## config.mk

```make
export PLATFORM = sky130hd
export DESIGN_NAME = alu_pipe
export DESIGN_NICKNAME = d
export VERILOG_FILES = /design/src/rtl/alu_pipe.sv
export SDC_FILE = /design/constraint.sdc
export NUM_CORES = 1
export LEC_CHECK = 0
export CAP_MARGIN = 20
export CORE_ASPECT_RATIO = 0.75
export CORE_UTILIZATION = 55
export CTS_CLUSTER_DIAMETER = 40
export CTS_CLUSTER_SIZE = 16
export DETAILED_ROUTE_END_ITERATION = 6
export PLACE_DENSITY = 0.84
export SLEW_MARGIN = 20
export SYNTH_ARGS = -nofsm -noshare
export SYNTH_HDL_FRONTEND = slang
export SYNTH_SLANG_ARGS = --single-unit
export TNS_END_PERCENT = 20
```

## constraint.sdc

```tcl
create_clock -name clk -period 7.4 [get_ports clk]
set_clock_uncertainty 0.1 [all_clocks]
set_input_delay 1.48 -clock clk [delete_from_list [all_inputs] [get_ports clk]]
set_output_delay 1.48 -clock clk [all_outputs]
set_load 0.005 [all_outputs]
```

## src/rtl/alu_pipe.sv

```systemverilog
// rtl/alu_pipe.sv - registered parametrised ALU with valid/ready issue and shift-add multiply
module alu_pipe #(
  parameter int WIDTH  = 8,
  parameter bit MUL_EN = 1'b1
) (
  input  logic             clk,
  input  logic             rst,
  input  logic             in_valid,
  output logic             in_ready,
  input  logic [3:0]       opcode,
  input  logic [WIDTH-1:0] data,
  input  logic [WIDTH-1:0] accum,
  output logic [WIDTH-1:0] out,
  output logic             out_valid,
  output logic             zero,
  output logic             carry,
  output logic             busy
);

  localparam int CW = $clog2(WIDTH + 1);

  typedef enum logic [0:0] {
    S_IDLE = 1'b0,
    S_MUL  = 1'b1
  } state_t;

  state_t             state;
  state_t             state_nxt;
  logic [CW-1:0]      cnt;
  logic [WIDTH-1:0]   mcand;
  logic [2*WIDTH-1:0] prod;
  logic [2*WIDTH-1:0] prod_nxt;
  logic [WIDTH:0]     psum;
  logic [WIDTH:0]     alu_res;
  logic               zero_pend;
  logic               issue;
  logic               is_mul;
  logic               last_step;

  // Only one op in flight: the multiplier owns the block until its result is written.
  assign in_ready  = (state == S_IDLE);
  assign busy      = ~in_ready;
  assign issue     = in_valid & in_ready;
  assign is_mul    = MUL_EN && (opcode == 4'hC);
  assign last_step = (state == S_MUL) && (cnt == CW'(1));

  // Single-cycle result; bit WIDTH carries the carry/borrow/shifted-out flag.
  always_comb begin
    alu_res = {1'b0, accum};
    case (opcode)
      4'h2:    alu_res = {1'b0, accum} + {1'b0, data};
      4'h3:    alu_res = {1'b0, accum & data};
      4'h4:    alu_res = {1'b0, accum ^ data};
      4'h5:    alu_res = {1'b0, data};
      4'h8:    alu_res = {1'b0, accum} - {1'b0, data};
      4'h9:    alu_res = {1'b0, accum | data};
      4'hA:    alu_res = {accum, 1'b0};
      4'hB:    alu_res = {accum[0], 1'b0, accum[WIDTH-1:1]};
      default: alu_res = {1'b0, accum};
    endcase
  end

  // One shift-add step: add multiplicand into the high half when the current
  // multiplier bit (prod[0]) is set, then shift the whole product right.
  always_comb begin
    psum     = {1'b0, prod[2*WIDTH-1:WIDTH]} + (prod[0] ? {1'b0, mcand} : '0);
    prod_nxt = {psum, prod[WIDTH-1:1]};
  end

  // Next-state logic: a MUL runs exactly WIDTH steps, then returns to idle.
  always_comb begin
    state_nxt = state;
    case (state)
      S_IDLE:  if (issue && is_mul) state_nxt = S_MUL;
      S_MUL:   if (cnt == CW'(1)) state_nxt = S_IDLE;
      default: state_nxt = S_IDLE;
    endcase
  end

  // State register; reset aborts a multiply in progress.
  always_ff @(posedge clk) begin
    if (rst) state <= S_IDLE;
    else     state <= state_nxt;
  end

  // Datapath: capture operands at issue, step the multiplier, publish results.
  always_ff @(posedge clk) begin
    if (rst) begin
      out       <= '0;
      out_valid <= 1'b0;
      zero      <= 1'b0;
      carry     <= 1'b0;
      cnt       <= '0;
      mcand     <= '0;
      prod      <= '0;
      zero_pend <= 1'b0;
    end else begin
      out_valid <= 1'b0;
      if (issue) begin
        if (is_mul) begin
          mcand     <= accum;
          prod      <= {{WIDTH{1'b0}}, data};
          cnt       <= CW'(WIDTH);
          zero_pend <= (accum == '0);
        end else begin
          out       <= alu_res[WIDTH-1:0];
          carry     <= alu_res[WIDTH];
          zero      <= (accum == '0);
          out_valid <= 1'b1;
        end
      end else if (state == S_MUL) begin
        prod <= prod_nxt;
        cnt  <= cnt - CW'(1);
        if (last_step) begin
          out       <= prod_nxt[WIDTH-1:0];
          carry     <= |prod_nxt[2*WIDTH-1:WIDTH];
          zero      <= zero_pend;
          out_valid <= 1'b1;
        end
      end
    end
  end

endmodule
```

==> flow_metrics.env <==
export IMPL_status="complete, no violations"
export IMPL_p_total_mw=0.525
export IMPL_final_cell_mix="nor2_1, a21oi_1, nand2_1, dfxtp_1"
export IMPL_stdcell_count=542
export IMPL_vias=3433
export IMPL_relSlewSlack_pct=42.1
export IMPL_hold_viol=0
export IMPL_clk_pin_slew_worst_paths_ns=0.08
export IMPL_synth_top_area_cell="dfxtp_1"
export IMPL_cp_slowest_stage_delay_ns=0.92
export IMPL_place_hpwl_mm=6.91
export IMPL_critPathRequiredTime_ns=7.49
export IMPL_crit_chain="clkdlybuf4s50_1 -> nand2b_1 -> nor3_2 -> mux2_2 -> fa_1 -> nor2b_1 -> o21a_1 -> o21ai_0 -> nor4b_1 -> a211o_1 -> a32o_1"
export IMPL_critical_path_class="in -> reg"
export IMPL_wire_per_inst_um=17.1
export IMPL_switching_share_pct=31.1
export IMPL_fin_setup_tns_ns=0
export IMPL_cap_viol_max_count=0
export IMPL_power_switching_mw=0.163
export IMPL_nets=524
export IMPL_routed_wl_mm=9.27
export IMPL_cts_resized=0
export IMPL_dr_pass1_iters=5
export IMPL_htreeDepth=2
export IMPL_pwr_share_seq_pct=44.1
export IMPL_drt_iter0_drc=319
export IMPL_viasPerCell=6.33
export IMPL_intPower_mw=0.362
export IMPL_coreArea_mm2=0.00586
export IMPL_ant_nets=0
export IMPL_clk_path_buf_depth=2
export IMPL_drive_gt1_share_pct=4.53
export IMPL_synth_cell_types=62
export IMPL_fin_ws_ns=2.48
export IMPL_synthesis_nets=503
export IMPL_cts_buffers=5
export IMPL_antenna_found_initial=0
export IMPL_async_flop_share_pct=0
export IMPL_chipHeight_um=69.7
export IMPL_regArea_um2=821
export IMPL_min_period_ns=4.92
export IMPL_place_ws_ns=2.26
export IMPL_path_delay_family="buffers and inverters"
export IMPL_clock_sinks=41
export IMPL_io_buffers=35
export IMPL_crit_path_end_kind="flip-flop"
export IMPL_grtUsageTotal_pct=29.3
export IMPL_gp_congestion=0.933
export IMPL_setup_viol=0
export IMPL_die_w_um=92.3
export IMPL_antenna_cells=0
export IMPL_post_synth_cell_area_avg_um2=7.59
export IMPL_syn2layout_area_growth_pct=13.7
export IMPL_yosysWarnings=0
export IMPL_yosysSeqAreaShare_pct=24.4
export IMPL_multi_input_area_mm2=0.00236
export IMPL_synth_cell_area_mm2=0.00336
export IMPL_final_common_cell="nor2_1"
export IMPL_worst_pin_slew_ns=0.867
export IMPL_rsz0062_at_grt="no"
export IMPL_cp_max_fo=18
export IMPL_drc_errors=0
export IMPL_root_buffer="clkbuf_8"
export IMPL_grt_max_degree=43
export IMPL_arrival_ns=5.00
export IMPL_grt_pass1_vias=2959
export IMPL_synth_area_leaders="dfxtp_1, ha_1, a21oi_1"
export IMPL_cts_setup_buffers=0
export IMPL_share_comb_of_total_power_pct=27.4
export IMPL_ys_flop_type="dfxtp_1"
export IMPL_grt_first_pass_wirelength_mm=15.0
export IMPL_clock_fmax_ghz=0.203
export IMPL_dieArea_mm2=0.00644
export IMPL_synth_edf_count=0
export IMPL_pwr_density_cell_mw_per_mm2=137
export IMPL_yosysTopAreaCellShare_pct=24.4
export IMPL_start_kind="input pin"
export IMPL_cts_tree="done"
export IMPL_dp_cells=535
export IMPL_p_leak_nw=1.56
export IMPL_crit_slowest_cell="clkdlybuf4s50_1"
export IMPL_fillCellCount=514
export IMPL_min_path_type="reg -> reg"
export IMPL_finish_utilization_pct=65.3
export IMPL_io_pins=36
export IMPL_synth_seq_cells=41
export IMPL_start_util_pct=57.5
export IMPL_ir_worst_vdd_v=0.0000899
export IMPL_drv_slew=0
export IMPL_grt_ovfl_total=0
export IMPL_p_clk_share_pct=28.5
export IMPL_clk_latency_ns=0.29
export IMPL_timing_final_crit_share_pct=66.4
export IMPL_syn_inst=443
export IMPL_crit_buf_inv=1
export IMPL_core_rowCount=24
export IMPL_hold_buffers=0
export IMPL_rrSetupSlack_ns=4.15
[flip-flops by register name (all words and copies together), names as in the netlist]
name,count
zero_pend,1
busy,1
out,8
carry,1
prod,16
mcand,8
cnt,4
zero,1
out_valid,1
[power by group through the flow]
stage	Clock, mW	Combinational (mW)	Sequential [mW]
after floorplan	0	0.0897	0.235
after global placement	0	0.136	0.237
after detailed placement	0	0.139	0.237
after CTS	0.151	0.140	0.232
after global routing	0.161	0.156	0.232
final	0.150	0.144	0.232
[worst paths after layout]
check             from        to  cells after the start
min           mcand[7]  mcand[7]                      2
max          opcode[3]     carry                     11
max reg2reg       busy     carry                      6
min reg2reg   mcand[7]  mcand[7]                      2
[per-layer routing]
metal,track usage [%],vias up,share of wire (%)
met5,0,-,0
met4,5.38,0,1.2
met3,8.33,15,11
met2,41.5,190,41
met1,43.8,1592,47
li1,-,1636,-
[through the flow]
| stage | hold slack (ns) | cell area [um^2] |
|---|---|---|
| detailed placement | 0.344 | 3740 |
| floorplan | 0.332 | 3360 |
| CTS | 0.353 | 3820 |
| finish | 0.352 | 3820 |
| global route | 0.370 | 3820 |
| global placement | 0.343 | 3740 |
[logic make-up after synthesis]
logic type,count (synthesis),share of synthesized area (%)
xor gates and xnor gates,14,3.64
AOI/OAI and AO/OA,138,26.4
buffers and inverters,46,5.32
DFF,41,24.4
and+or+nand+nor,158,23.3
muxes,9,2.71
adders and majority gates,37,14.2
[area by class of cell]
cell class	count	area share, %
multi-input cells	356	61.8
flip-flops and latches	41	21.5
repair buffers	38	9.75
well taps	78	2.55
clock buffers	7	2.26
inverters	22	2.16
[worst min-delay path, cell delays in order (launching register included)]
cell	delay, ns
dfxtp_1	0.31
nand2_1	0.05
a21oi_1	0.05
[Yosys cell counts (3+ instances only)]
master and n:
a211oi_1 9, a21o_1 3, a21oi_1 50, a221oi_1 4, a22oi_1 10, a31oi_1 5
a41oi_1 3, and2_1 10, and3_1 7, buf_1 4, buf_2 5, clkbuf_1 15
dfxtp_1 41, ha_1 35, inv_1 22, mux2i_1 8, nand2_1 42, nand2b_1 6
nand3b_1 3, nor2_1 52, nor2b_1 6, nor3_1 9, o21a_1 3, o21ai_0 19
o21bai_1 3, o221ai_1 4, o22ai_1 6, or3_1 3, xnor2_1 11, xor2_1 3
Power figures use the tool's default switching activity.
